$ cat src/rtl/bp_pkg.sv
// bp_pkg: shared definitions for the branch history table predictor.
//   BP_SNT/BP_WNT/BP_WT/BP_ST : 2-bit saturating counter states
//   bp_sat_update(cnt, taken) : next counter value after a resolved branch
package bp_pkg;

  localparam logic [1:0] BP_SNT = 2'b00;
  localparam logic [1:0] BP_WNT = 2'b01;
  localparam logic [1:0] BP_WT  = 2'b10;
  localparam logic [1:0] BP_ST  = 2'b11;

  // Move one step toward the resolved direction, holding at either extreme.
  function automatic logic [1:0] bp_sat_update(input logic [1:0] cnt, input logic taken);
    logic [1:0] nxt;
    nxt = cnt;
    if (taken) begin
      if (cnt != BP_ST) nxt = cnt + 2'd1;
    end else begin
      if (cnt != BP_SNT) nxt = cnt - 2'd1;
    end
    return nxt;
  endfunction

endpackage

$ cat src/rtl/bp_sat_stat.sv
// bp_sat_stat: CNT_W-bit event counter that sticks at all-ones instead of wrapping.
//   clk   in  clock, rising edge
//   rst   in  asynchronous active-high reset, clears count
//   inc   in  count one event this cycle
//   count out current event total
module bp_sat_stat #(
  parameter int CNT_W = 32
) (
  input  logic             clk,
  input  logic             rst,
  input  logic             inc,
  output logic [CNT_W-1:0] count
);

  // Once every bit is set the counter holds, so long runs read as "at least max".
  always_ff @(posedge clk or posedge rst) begin
    if (rst) begin
      count <= '0;
    end else if (inc && (count != {CNT_W{1'b1}})) begin
      count <= count + 1'b1;
    end
  end

endmodule

$ cat src/rtl/branch_predictor_bht.sv
// branch_predictor_bht: PC-indexed table of 2-bit saturating counters.
//   Optional macro BP_GSHARE_EN: XOR a global history register into the index.
// Ports:
//   clk, rst          clock (rising edge), asynchronous active-high reset
//   pc_if             fetch PC; prediction is combinational from it
//   prediction        predicted direction for pc_if (1 = taken)
//   branchex          a branch resolves in EX this cycle
//   pc_ex, outcome    PC and actual direction of the resolving branch
//   pred_ex           prediction that was made for that branch at fetch
//   mispredict        branchex & (outcome != pred_ex)
//   branch_count      saturating count of resolved branches
//   mispredict_count  saturating count of mispredicted branches
module branch_predictor_bht
  import bp_pkg::*;
#(
  parameter int PC_W      = 32,
  parameter int IDX_BITS  = 4,
  parameter int HIST_BITS = 4,
  parameter int CNT_W     = 32
) (
  input  logic             clk,
  input  logic             rst,
  input  logic [PC_W-1:0]  pc_if,
  output logic             prediction,
  input  logic             branchex,
  input  logic [PC_W-1:0]  pc_ex,
  input  logic             outcome,
  input  logic             pred_ex,
  output logic             mispredict,
  output logic [CNT_W-1:0] branch_count,
  output logic [CNT_W-1:0] mispredict_count
);

  localparam int ENTRIES = 1 << IDX_BITS;

  // The history is zero-extended into the index, so it cannot be wider than it.
  if (HIST_BITS > IDX_BITS) begin : g_bad_hist
    $error("HIST_BITS must not exceed IDX_BITS");
  end

  logic [1:0]          bht [ENTRIES];
  logic [IDX_BITS-1:0] rd_idx;
  logic [IDX_BITS-1:0] wr_idx;

`ifdef BP_GSHARE_EN
  logic [HIST_BITS-1:0] ghr;
  logic [IDX_BITS-1:0]  hist_ext;

  assign hist_ext = IDX_BITS'(ghr);
  assign rd_idx   = pc_if[IDX_BITS+1:2] ^ hist_ext;
  // Update indexes with the history as it stood before this branch shifts in.
  assign wr_idx   = pc_ex[IDX_BITS+1:2] ^ hist_ext;

  // Newest outcome enters at bit 0; the oldest falls off the top.
  always_ff @(posedge clk or posedge rst) begin
    if (rst) begin
      ghr <= '0;
    end else if (branchex) begin
      ghr <= HIST_BITS'({ghr, outcome});
    end
  end
`else
  assign rd_idx = pc_if[IDX_BITS+1:2];
  assign wr_idx = pc_ex[IDX_BITS+1:2];
`endif

  // Byte-offset and high PC bits never reach the index.
  logic unused_pc_bits;
  assign unused_pc_bits = ^{pc_if[PC_W-1:IDX_BITS+2], pc_if[1:0],
                            pc_ex[PC_W-1:IDX_BITS+2], pc_ex[1:0]};

  // Read straight from the flops: a same-cycle update to the same entry is not
  // bypassed, fetch sees the value from before the edge.
  assign prediction = bht[rd_idx][1];

  assign mispredict = branchex & (outcome != pred_ex);

  // Every entry starts weakly not-taken so one taken branch flips it.
  always_ff @(posedge clk or posedge rst) begin
    if (rst) begin
      for (int i = 0; i < ENTRIES; i++) begin
        bht[i] <= BP_WNT;
      end
    end else if (branchex) begin
      bht[wr_idx] <= bp_sat_update(bht[wr_idx], outcome);
    end
  end

  bp_sat_stat #(.CNT_W(CNT_W)) u_branch_stat (
    .clk   (clk),
    .rst   (rst),
    .inc   (branchex),
    .count (branch_count)
  );

  bp_sat_stat #(.CNT_W(CNT_W)) u_mispredict_stat (
    .clk   (clk),
    .rst   (rst),
    .inc   (mispredict),
    .count (mispredict_count)
  );

endmodule

$ cat config.mk
export PLATFORM = sky130hd
export DESIGN_NAME = branch_predictor_bht
export DESIGN_NICKNAME = d
export VERILOG_FILES = /design/src/rtl/bp_pkg.sv /design/src/rtl/bp_sat_stat.sv /design/src/rtl/branch_predictor_bht.sv
export SDC_FILE = /design/constraint.sdc
export NUM_CORES = 1
export LEC_CHECK = 0
export CELL_PAD_IN_SITES_DETAIL_PLACEMENT = 1
export CELL_PAD_IN_SITES_GLOBAL_PLACEMENT = 1
export CORE_ASPECT_RATIO = 0.8
export CORE_MARGIN = 1
export CORE_UTILIZATION = 38
export DETAILED_ROUTE_END_ITERATION = 8
export PLACE_DENSITY_LB_ADDON = 0.1
export SYNTH_ARGS = -nofsm -noshare
export SYNTH_HDL_FRONTEND = slang
export SYNTH_SLANG_ARGS = --single-unit
$ cat constraint.sdc
create_clock -name clk -period 3.45 [get_ports clk]
set_input_delay 0.69 -clock clk [delete_from_list [all_inputs] [get_ports clk]]
set_output_delay 0.69 -clock clk [all_outputs]
set_load 0.005 [all_outputs]
==> results by stage, run 1 <==
Floorplan:
- In this run the count of I/O pins placed on the die edge is about 140.
- The die covers 12970 um2.
- The die height is 102.1 um.
- Once the floorplan was initialized, standard cells occupied 38.97% of the core.
- The number of core rows is 36.
- The core footprint is between 10000 and 15000 um2.
- The horizontal die dimension is 127.1 um.

STA:
- For the final database, setup skew stands at 10.01 ps.
- The final cycle utilization of the critical path is 90.74%.
- The final-report hold violation count is 0.
- For this run, the top clock speed supported by timing is 319.4 MHz.
- The shortest period the worst path allows is 3131 ps.
- The setup TNS is 0 ps.
- Setup repair after global routing left no endpoint under its margin.
- Setup violations remaining at the end of the flow were counted as 0.
- The max-slew violation total from the final report came to 0.
- The relative slew slack is 49.02%.
- The transition at the pin with the smallest max-transition slack is around 760 ps.

Final layout:
- The number of nets at the end of the flow is 556.
- Summing all non-filler instances in the final layout gives an area of just over 6000 um2.
- 0 antenna diodes ended up in the layout.
- The filler cell count is 1308.
- From synthesis to final layout, the design area changed by 28.51%.
- In the final layout, the share of cells above drive strength 1 is 19.39%.

Worst hold path:
- In this run the worst hold path is classified as reg2reg.

Routing:
- The number of detailed-routing iterations run before antenna repair is 4.
- In this run, the number of DRC markers left after iteration 0 of detailed routing was 171.
- Using the TritonRoute via totals, the vias-per-cell ratio works out to 5.239.
- The detail route stage leaves a number of antenna-violating nets equal to 0.
- The wire length after detailed routing is 11.59 mm.
- The per-cell routed wire length is 17.54 um.
- The post-route DRC violation count is 0.
- The routed layout has approximately 3.5k vias.

Synthesis:
- The most area-hungry cell type in the Yosys netlist is sky130_fd_sc_hd__dfrtp_1.
- The synthesized netlist occupies a cell area of 4757 um2.
- The async set or reset register ratio after synthesis is 100.0%.
- Synthesis instantiated 37 different standard cells from the library.
- For this run, the leading register cell type out of synthesis is sky130_fd_sc_hd__dfrtp_1.
- Counting every net in the synthesized netlist gives 466.
- By area the synthesized netlist is led by sky130_fd_sc_hd__dfrtp_1 (42%), sky130_fd_sc_hd__dfstp_2 (8.8%), sky130_fd_sc_hd__mux2_2 (8.0%).
- The synthesized flop and latch total is 96.
- Counting every instance in the synthesized netlist gives 395.
- The Yosys step of the flow raised 0 warnings.
- The area fraction of the dominant cell type after synthesis is between 40% and 50%.
- The mean cell area of the mapped netlist is 12.04 um2.
- The number of enable-type register cells in the synthesized netlist is 0.
- The sequential cell area fraction in the yosys report is 50.92%.

CTS:
- TritonCTS created 9 clock buffers.
- Counting along the longest clock path gives a buffer depth of 2.
- The clock tree root buffer cell is sky130_fd_sc_hd__clkbuf_16.
- For this design, the sink count on the clock tree is 96.
- The level count of the clock H-tree is 3.
- The clock latency reported for the late side of the worst-skew pair is 350 ps.
- Hold repair after CTS inserted 0 buffers.
- The clock tree from TritonCTS is built.
- Clock-pin slew was measured on the worst setup and hold paths at approximately 70 ps.

Worst setup path:
- The source of the worst register-to-register timing path is u_mispredict_stat.count[23].
- The data arrival time of the critical path is 2440 ps.
- At the worst endpoint, the required time is 2760 ps.
- By startpoint and endpoint, the worst setup path is classified as in2out.
- The worst setup path is captured at a primary output.
- Tracing the worst setup path back leads to its startpoint at pc_if[2].
- Of all nets on the critical path, the largest fanout is 2.
- The timing endpoint of the critical path is prediction.
- For the worst flop-to-flop path, the logic depth is 5.
- The endpoint identified for the worst register-to-register timing path is u_mispredict_stat.count[1].
- The slack of the worst reg-to-reg path is 1010 ps.
- The kind of launch point of the worst setup path is an input pin.

Global routing:
- The largest net degree at the start of global routing is 51.
- The wire length of the first global-routing pass is 19.35 mm.
- The number of antenna violations at the first check in global routing is 0.
- Across every metal layer, demand over resource in global routing totals 19.37%.
- The remaining global-route overflow is 0.
- The number of global-route vias before repair was 3622.

Power:
- Across the VDD grid, the largest voltage drop is 245.6 uV.
- Internal power comes to approximately 2400 uW.
- Summed over all nets, the switching power comes to 878.8 uW.
- In this run, flip-flops and latches consume 47.5% of the power.
- The fraction of power consumed by combinational cells is between 20% and 30%.
- Dividing total power by cell area gives a power density of 528.9 nW/um2.
- The switching share of power is 27.18%.
- The static leakage power is roughly 0.0026 uW.
- The clock network power share is 31.7%.

Flow run:
- Max-cap violations in this run came to 0.

Placed design:
- The number of buffers inserted by port buffering is 78.
- The placer's final routability congestion estimate is 0.7811.
- Summing all placed instances gives a cell area of 5803 um2.
- The detailed placer's ending HPWL is between 8 and 9 mm.

Outcome:
- The run finished with clean final reports.
==> kinds of logic after synthesis <==
| family | after synthesis | share of synthesized area [%] |
|---|---|---|
| multiplexers | 47 | 14.36 |
| AND/OR/NAND/NOR | 166 | 19.81 |
| adder cells (fa/ha/maj) | 4 | 0.9994 |
| AO/OA/AOI/OAI | 5 | 0.8152 |
| buffers and inverters | 15 | 1.683 |
| XOR/XNOR | 62 | 11.42 |
| flip-flops | 96 | 50.92 |
==> flip-flops by register name, indices dropped and copies added (netlist names) <==
register and cells:
u_mispredict_stat.count 32, bht 32, u_branch_stat.count 32
==> worst min-delay path by stage <==
stage	from	end	slack, ps	cells past startpoint
after floorplan	u_branch_stat.count[15]	u_branch_stat.count[15]	480	1
after global placement	u_mispredict_stat.count[5]	u_mispredict_stat.count[5]	480	1
after detailed placement	u_branch_stat.count[30]	u_branch_stat.count[30]	480	1
after CTS	u_branch_stat.count[15]	u_branch_stat.count[15]	500	1
after global routing	u_mispredict_stat.count[28]	u_mispredict_stat.count[28]	520	1
final	u_mispredict_stat.count[10]	u_mispredict_stat.count[10]	490	1
==> area by class of cell <==
type | count | area [um2] | area share, %
Multi-Input combinational cell | 284 | 2255 | 36.88
Clock inverter | 6 | 68.82 | 1.126
Timing Repair Buffer | 90 | 898.4 | 14.70
Tap cell | 171 | 214.0 | 3.500
Inverter | 4 | 16.27 | 0.2661
Sequential cell | 96 | 2422 | 39.62
Clock buffer | 10 | 239.0 | 3.909
==> metal layers <==
layer / global-route usage [%] / part of all wire (%)
met5: 0 / 0
met3: 5.707 / 4.6
met2: 29.67 / 45
met4: 5.220 / 0.59
met1: 26.94 / 50
==> layout by cell type (no fill, tap or decap), types with 4 or more instances in the layout <==
master / netlist / final
sky130_fd_sc_hd__and2_1: 5 / 5
sky130_fd_sc_hd__and3_1: 15 / 15
sky130_fd_sc_hd__and4_1: 10 / 10
sky130_fd_sc_hd__buf_4: 0 / 10
sky130_fd_sc_hd__clkbuf_16: 0 / 9
sky130_fd_sc_hd__clkdlybuf4s50_1: 0 / 77
sky130_fd_sc_hd__clkinvlp_4: 0 / 4
sky130_fd_sc_hd__dfrtp_1: 80 / 80
sky130_fd_sc_hd__dfstp_2: 16 / 16
sky130_fd_sc_hd__mux2_2: 34 / 34
sky130_fd_sc_hd__mux4_2: 11 / 11
sky130_fd_sc_hd__nand2_1: 25 / 25
sky130_fd_sc_hd__nand3_1: 29 / 29
sky130_fd_sc_hd__nand4_1: 24 / 24
sky130_fd_sc_hd__nor2_1: 18 / 18
sky130_fd_sc_hd__nor3_1: 9 / 9
sky130_fd_sc_hd__nor3b_1: 4 / 4
sky130_fd_sc_hd__nor4_1: 10 / 10
sky130_fd_sc_hd__xnor2_1: 36 / 36
sky130_fd_sc_hd__xor2_1: 26 / 26
==> critical path: stages <==
cell and delay (ps):
sky130_fd_sc_hd__clkdlybuf4s50_1 490, sky130_fd_sc_hd__buf_4 140, sky130_fd_sc_hd__mux4_2 510, sky130_fd_sc_hd__mux4_2 450
sky130_fd_sc_hd__dlymetal6s2s_1 160
==> per-stage QoR <==
step	hold slack, ps	cells	util [%]	setup WS [ps]	power, uW
2_1_floorplan	477.5	395	-	281.1	1920
3_3_place_gp	475.5	645	47.54	10.15	2210
3_5_place_dp	481.0	645	47.54	8.575	2237
4_1_cts	497.2	661	50.06	4.664	3285
5_1_grt	518.2	661	50.08	265.0	3413
6_report	489.8	661	50.08	319.3	3233
==> power by group through the flow <==
| stage | Sequential (uW) | Combinational, uW | Clock [uW] |
|---|---|---|---|
| 6_report | 1540 | 672 | 1020 |
| 2_1_floorplan | 1510 | 407 | 0 |
| 4_1_cts | 1540 | 686 | 1060 |
| 3_3_place_gp | 1540 | 666 | 0 |
| 3_5_place_dp | 1550 | 683 | 0 |
| 5_1_grt | 1570 | 738 | 1100 |
==> cell usage after synthesis (all sizes together) (10+ instances only) <==
library cell and instances:
dfrtp 80, nand3 29, mux4 13, nand4 25, nand2 25, xnor2 36
mux2 34, dfstp 16, nor2 18, xor2 26, and3 15, and4 10
nor4 11
==> repair_timing <==
item,4_1_cts,5_1_grt
resized for setup,0,1
buffers inserted,0,0
endpoints found under the setup margin,0,1
Power figures use the tool's default switching activity.
==> run 2, diff against run 1 <==
- CORE_UTILIZATION: 38 -> 40
- SLEW_MARGIN: not set -> 10
- clock period: 3.45 -> 3.97 ns (I/O delays scaled with it)
==> run 2 against run 1 <==
Effect of this change:
- combinational power fell by 14%
- critical endpoint unchanged
- count of clock-buffer cells in the layout shrank 1
- final cell count is 4.1% lower
- largest power group unchanged
- clock power down 13%
- sequential cell count stayed put
==> results by stage, run 2 (same netlist as run 1, synthesis figures left out) <==
CTS:
- The clock tree from TritonCTS is built.
- CTS saw 96 sinks.
- The H-tree generated during clock tree synthesis spans 3 levels.
- The total CTS buffers is 9.
- The number of setup buffers added after CTS is 0.
- The clock tree root buffer cell is sky130_fd_sc_hd__clkbuf_16.
- Post-CTS repair changed the size of 0 cells.
- At the later pin of the worst-skew pair, clock insertion delay measures 340 ps.
- The number of buffers added to fix hold violations after cts is 0.
- Clock-pin slew was measured on the worst setup and hold paths at 70 ps.
- The deepest clock path buffer count is 2.

Final layout:
- The leading cell type in the layout, fill and taps excluded is sky130_fd_sc_hd__dfrtp_1.
- The multi-input combinational cells in the finished layout cover a total of 2255 um2.
- Across the whole layout, storage elements account for 2422 um2.
- The number of standard cells in the final layout excluding fillers is 634.
- The number of antenna repair diodes is 0.
- After the last flow step, the layout net total stands at around 550.
- The fraction of final layout cells sized beyond drive strength 1 is a little under a fifth.
- The post-synthesis to final-layout area growth is 26.88%.
- Measured on the finished design, the core utilization comes to 52.21%.
- In the layout the commonest cells are sky130_fd_sc_hd__dfrtp_1 (80), sky130_fd_sc_hd__clkdlybuf4s50_1 (78), sky130_fd_sc_hd__xnor2_1 (36), sky130_fd_sc_hd__mux2_2 (34), sky130_fd_sc_hd__nand3_1 (29).
- The filler cell count is 1229.
- The largest registers in the layout are bht x32, u_branch_stat.count x32, u_mispredict_stat.count x32.

Global routing:
- The wire length of the first global-routing pass is 19.65 mm.
- The number of antenna violations at the first check in global routing came to 1.
- Entering global routing, the biggest net connects 45 pins.
- Global routing used 20.79% of the available tracks.
- The number of global-route vias before repair is 3691.
- The remaining global-route overflow is 0.

STA:
- The final-report hold violation count came to 0.
- Setup total negative slack on the finished layout was measured at 0 ps.
- Static timing analysis puts the maximum clock frequency at 268.3 MHz.
- The final cycle utilization of the critical path is 93.88%.
- The relative slew slack is 44.05%.
- Setup violations remaining at the end of the flow were counted as 0.
- The clock skew after layout is 4.469 ps.
- On the final layout, the worst hold slack is 487.3 ps.
- Setup repair after global routing left no endpoint under its margin.
- At the pin with the least slew margin, the transition time is 838.2 ps.
- The max-slew violation total from the final report is 0.
- The worst path needs between 3000 and 4000 ps of the cycle, external delays included.

Placed design:
- After legalization and detailed placement, the total HPWL measured 8.226 mm.
- Buffers placed on the I/O ports in this run total slightly below 80.
- After detailed placement, the design holds a cell count of 618.
- Routability-driven placement finished with a final weighted congestion of roughly 0.75.

Floorplan:
- The floorplan has 35 rows.
- The core footprint is 11560 um2.
- The die covers around 12000 um2.
- The floorplan step set the die width to 123.9 um.
- Pin placement for this block handled about 140 I/O pins.
- The starting density of the core is 41.15%.
- The die height is ~100 um.

Routing:
- The per-cell routed wire length is between 15 and 20 um.
- The number of detailed-routing iterations run before antenna repair is 4.
- The wire length after detailed routing is 11.79 mm.
- The antenna violation net count after detailed routing is 0.
- The total via count after detailed routing is 3474.
- The post-route DRC violation count is 0.
- The first-iteration detailed-routing DRC count is 162.
- The post-detailed-route via-to-cell ratio is 5.479.

Worst setup path:
- Walking the worst path, the cells encountered are clkdlybuf4s50_1 > mux4_2 > mux4_2 > clkdlybuf4s50_1.
- For flop-to-flop paths, the worst setup slack is 1480 ps.
- The required time of the worst setup path is 3180 ps.
- The cell count along the critical path is 4.
- For the worst flop-to-flop path, the logic depth is 5.
- The critical path start-end classification is in2out.
- The master of the slowest instance on the critical path is sky130_fd_sc_hd__clkdlybuf4s50_1.
- The worst stage delay on the critical path is 650 ps.
- The critical path endpoint category is a primary output.
- The sum of buffers and inverters on the critical path is 2.
- Along the worst path, the maximum fanout reaches 4.
- The data arrival time of the critical path is 2930 ps.
- The kind of cell with the highest combined delay along the critical path is buffers and inverters.
- STA classifies the critical path startpoint as an input pin.

Power:
- The power density over the cells is ~470 nW/um2.
- Across the VDD grid, the largest voltage drop is 230.7 uV.
- The static leakage power is approximately 0.0026 uW.
- The design draws approximately 2800 uW.

Flow run:
- Across the run, the number of max-cap violations was 0.

Outcome:
- The flow ran to the end, and the final reports show no timing, DRC or antenna violations.

Worst hold path:
- The cell count of the worst hold path is 1.
- In this run the worst hold path is classified as reg2reg.
-- run 2: cell count changes in the layout (fill, tap and decap cells not counted), sizes merged --
cell           delta
clkdlybuf4s50     +1
inv               +2
buf               -4
clkbuf            -1
clkinvlp          -1
dlymetal6s2s      -1
-- run 2: area by class of cell --
class | instances | area share [%]
Tap cell | 148 | 3.068
Sequential cell | 96 | 40.13
Clock inverter | 7 | 1.306
Multi-Input combinational cell | 284 | 37.35
Timing Repair Buffer | 86 | 14.14
Clock buffer | 9 | 3.731
Inverter | 4 | 0.2695
-- run 2: power breakdown --
group / switching (uW) / total, uW / internal (uW)
Combinational: 233 / 580 / 347
Sequential: 153 / 1340 / 1190
Clock: 398 / 892 / 494
-- run 2: stage by stage --
step                      setup WS [ps]  cell area, um2
after floorplan                   697.1            4757
after global placement            212.7            5732
after detailed placement          207.1            5732
after CTS                         215.2            6036
after global routing              184.4            6036
final                             242.8            6036
-- run 2: path summary, 6_finish.rpt --
path | start | to
setup / recovery | pc_if[2] | prediction
hold / removal | u_branch_stat.count[7] | u_branch_stat.count[7]
setup reg to reg | u_mispredict_stat.count[23] | u_mispredict_stat.count[1]
hold reg to reg | u_branch_stat.count[7] | u_branch_stat.count[7]
max in group asynchronous | rst | bht[0]
min in group asynchronous | rst | u_mispredict_stat.count[22]
-- run 2: layer usage --
layer	global-route usage, %	routed length (um)	up-vias
li1	-	-	1626
met1	29.07	5559	1768
met2	31.58	5505	64
met3	6.250	602	14
met4	5.037	108	2
met5	0	17	-
==> run 3, diff against run 2 <==
- RECOVER_POWER: not set -> 100
==> run 3 against run 2 <==
Effect of this change:
- the flow now finishes with violations (capacitance limit, slew limit)
- largest power group unchanged
- total power down 1.3%
- first-iteration DRC count is 6.2% higher
- wire length barely moved
- die area unchanged
- combinational power is 5.7% lower
==> results by stage, run 3 (same netlist as run 1, synthesis figures left out) <==
Power:
- The switching component of the power is 778.4 uW.
- The largest vdd supply drop is 230.6 uV.
- The power density over the cells is 464.3 nW/um2.
- The static leakage power is 0.002710 uW.
- Net switching is 28.02% of the power.
- Registers are responsible for 48.2% of the overall power.
- The clock network accounts for 32.1% of the total power.
- Of the total power, combinational logic draws 19.7%.
- Internal power comes to around 2000 uW.

Routing:
- The pre-antenna-repair detailed-routing pass consisted of 4 iterations.
- The wire length after detailed routing is 11.79 mm.
- Dividing the detail-routed via count by the number of cells gives 5.509.
- In this run the remaining antenna-violating nets after routing total 0.
- The total via count after detailed routing is 3493.
- Dividing the detail-routed wire length by the instance count gives around 19 um.
- The post-route DRC violation count is 0.
- After the first detailed-routing iteration, the DRC count stood at 172.

Floorplan:
- The die height is 99.54 um.
- The floorplan die area is 12340 um2.
- Once the floorplan was initialized, standard cells occupied 41.15% of the core.
- Row generation in the floorplan step produced 35 rows.
- In this run the count of I/O pins placed on the die edge is 135.
- The horizontal die dimension is about 120 um.
- In this run the standard cell core region covers around 12000 um2.

STA:
- The routed design could run at a clock period as short as 3810 ps.
- Across all setup checks in the final design, the least slack found is approximately 160 ps.
- The setup TNS is 0 ps.
- The relative slew slack is -37.45%.
- Setup repair after global routing left no endpoint under its margin.
- The achievable clock frequency is 262.5 MHz.
- The max-slew violation total from the final report is 45.
- The total setup violations reported at the end of the flow is 0.
- The transition at the pin with the smallest max-transition slack is 2051 ps.
- The final cycle utilization of the critical path is between 90% and 100%.
- The clock skew after layout is 4.458 ps.
- The final-report hold violation count is 0.

Worst setup path:
- The required time of the worst setup path is about 3200 ps.
- The master of the slowest instance on the critical path is sky130_fd_sc_hd__dlygate4sd3_1.
- The critical path in this run is classified as in2out.
- Traced cell by cell, the critical path runs through dlygate4sd3_1 > mux4_2 > mux4_2 > clkdlybuf4s50_1.
- The worst stage delay on the critical path is 730 ps.
- Tracing the worst setup path back leads to its startpoint at pc_if[2].
- The data arrival time of the critical path is 3020 ps.
- The most frequent cell on the critical path is sky130_fd_sc_hd__mux4_2.
- The source of the worst register-to-register timing path is u_branch_stat.count[9].
- The maximum fanout along the worst path is 4.
- The worst setup path is launched from an input pin.
- The critical path endpoint category is a primary output.

CTS:
- Gates resized during post-CTS repair numbered 0.
- CTS placed an instance of sky130_fd_sc_hd__clkbuf_16 at the clock tree root.
- The clock sink count is 96.
- Hold repair after CTS inserted 0 buffers.
- Clock tree synthesis inserted a total of 9 buffers.
- The clock latency reported for the late side of the worst-skew pair is 340 ps.
- Clock-pin slew was measured on the worst setup and hold paths at 70 ps.
- The deepest clock path buffer count is 2.
- The clock tree from TritonCTS is built.
- The post-CTS setup buffer count is 0.
- The H-tree generated during clock tree synthesis spans 3 levels.

Final layout:
- The core utilization of the finished layout is approximately half.
- The filler cell count is between 1k and 1.5k.
- The number of nets at the end of the flow is about 550.
- The fraction of final layout cells sized beyond drive strength 1 is between 10% and 20%.
- The leading cell type in the layout, fill and taps excluded is sky130_fd_sc_hd__dfrtp_1.
- The number of antenna repair diodes is 0.
- The post-synthesis to final-layout area growth is 25.78%.
- The post-layout instance area is about 6000 um2.
- Summing all multi-input logic gate instances after layout gives 2240 um2.
- The area taken by flip-flops and latches is roughly 2400 um2.
- Leaving out fill and tap cells, the most frequent cells in the layout are sky130_fd_sc_hd__dfrtp_1 (80), sky130_fd_sc_hd__dlygate4sd3_1 (70), sky130_fd_sc_hd__xnor2_1 (36), sky130_fd_sc_hd__mux2_2 (34), sky130_fd_sc_hd__nand3_1 (29).
- In the final layout, the registers with the most flip-flops are bht x32, u_branch_stat.count x32, u_mispredict_stat.count x32.

Outcome:
- The run finished, with violations left.
- The final reports fail on capacitance limit, slew limit.

Global routing:
- The number of global-route vias before repair was 3691.
- The wire length of the first global-routing pass is a little under 20 mm.
- Global routing finished with a remaining overflow of 0.
- Across every metal layer, demand over resource in global routing totals 20.79%.
- The largest net degree at the start of global routing is between 40 and 50.
- The number of antenna violations at the first check in global routing came to 1.

Placed design:
- The number of buffers inserted by port buffering is around 80.
- Once placement finished, the instance area stood at 5732 um2.
- Before CTS, the worst setup slack after placement is 207.1 ps.
- The placer's final routability congestion estimate is 0.7543.
- Summed over all nets, the half-perimeter wirelength after detailed placement is 8.226 mm.

Flow run:
- Across the run, the number of max-cap violations was 1.

Worst hold path:
- The min-delay analysis places its worst path in the category reg2reg.
- The worst hold path begins at u_branch_stat.count[7].
## run 3: power by group through the flow
| stage | combinational [uW] | clock, uW | sequential (uW) |
|---|---|---|---|
| global route | 603 | 956 | 1370 |
| detailed placement | 587 | 0 | 1360 |
| finish | 547 | 893 | 1340 |
| global placement | 572 | 0 | 1340 |
| floorplan | 354 | 0 | 1310 |
| CTS | 591 | 923 | 1340 |
## run 3: final cells by class
class	instances	share of cell area (%)
inverter	4	0.2719
clock buffer	9	3.764
sequential	96	40.49
clock inverter	7	1.317
multi-input combinational	284	37.43
tap	148	3.095
timing repair buffer	86	13.63
## run 3: path summary, 6_finish.rpt
kind	to	slack (ps)	cells after the start
worst max-delay path	prediction	160	4
worst min-delay path	u_branch_stat.count[7]	480	1
worst max register to register	u_branch_stat.count[1]	1310	5
worst min register to register	u_branch_stat.count[7]	480	1
max in group asynchronous	u_branch_stat.count[8]	870	3
min in group asynchronous	u_mispredict_stat.count[22]	1440	2
## run 3: metrics by stage
stage / hold slack (ps) / std cells / total power [uW]
finish: 480.9 / 634 / 2778
global route: 502.8 / 634 / 2925
CTS: 495.8 / 634 / 2856
detailed placement: 478.0 / 618 / 1944
global placement: 474.3 / 618 / 1911
floorplan: 477.5 / 395 / 1669
## run 3: critical path: cells and delay by family
family                 cells  cell delay, ps
buffers and inverters      2            1180
multiplexers               2            1030
## run 3: routing by layer
layer / global-route usage (%) / share of wire (%)
met5: 0 / 0.14
met4: 5.037 / 0.87
met3: 6.250 / 5.2
met2: 31.58 / 47
met1: 29.07 / 47
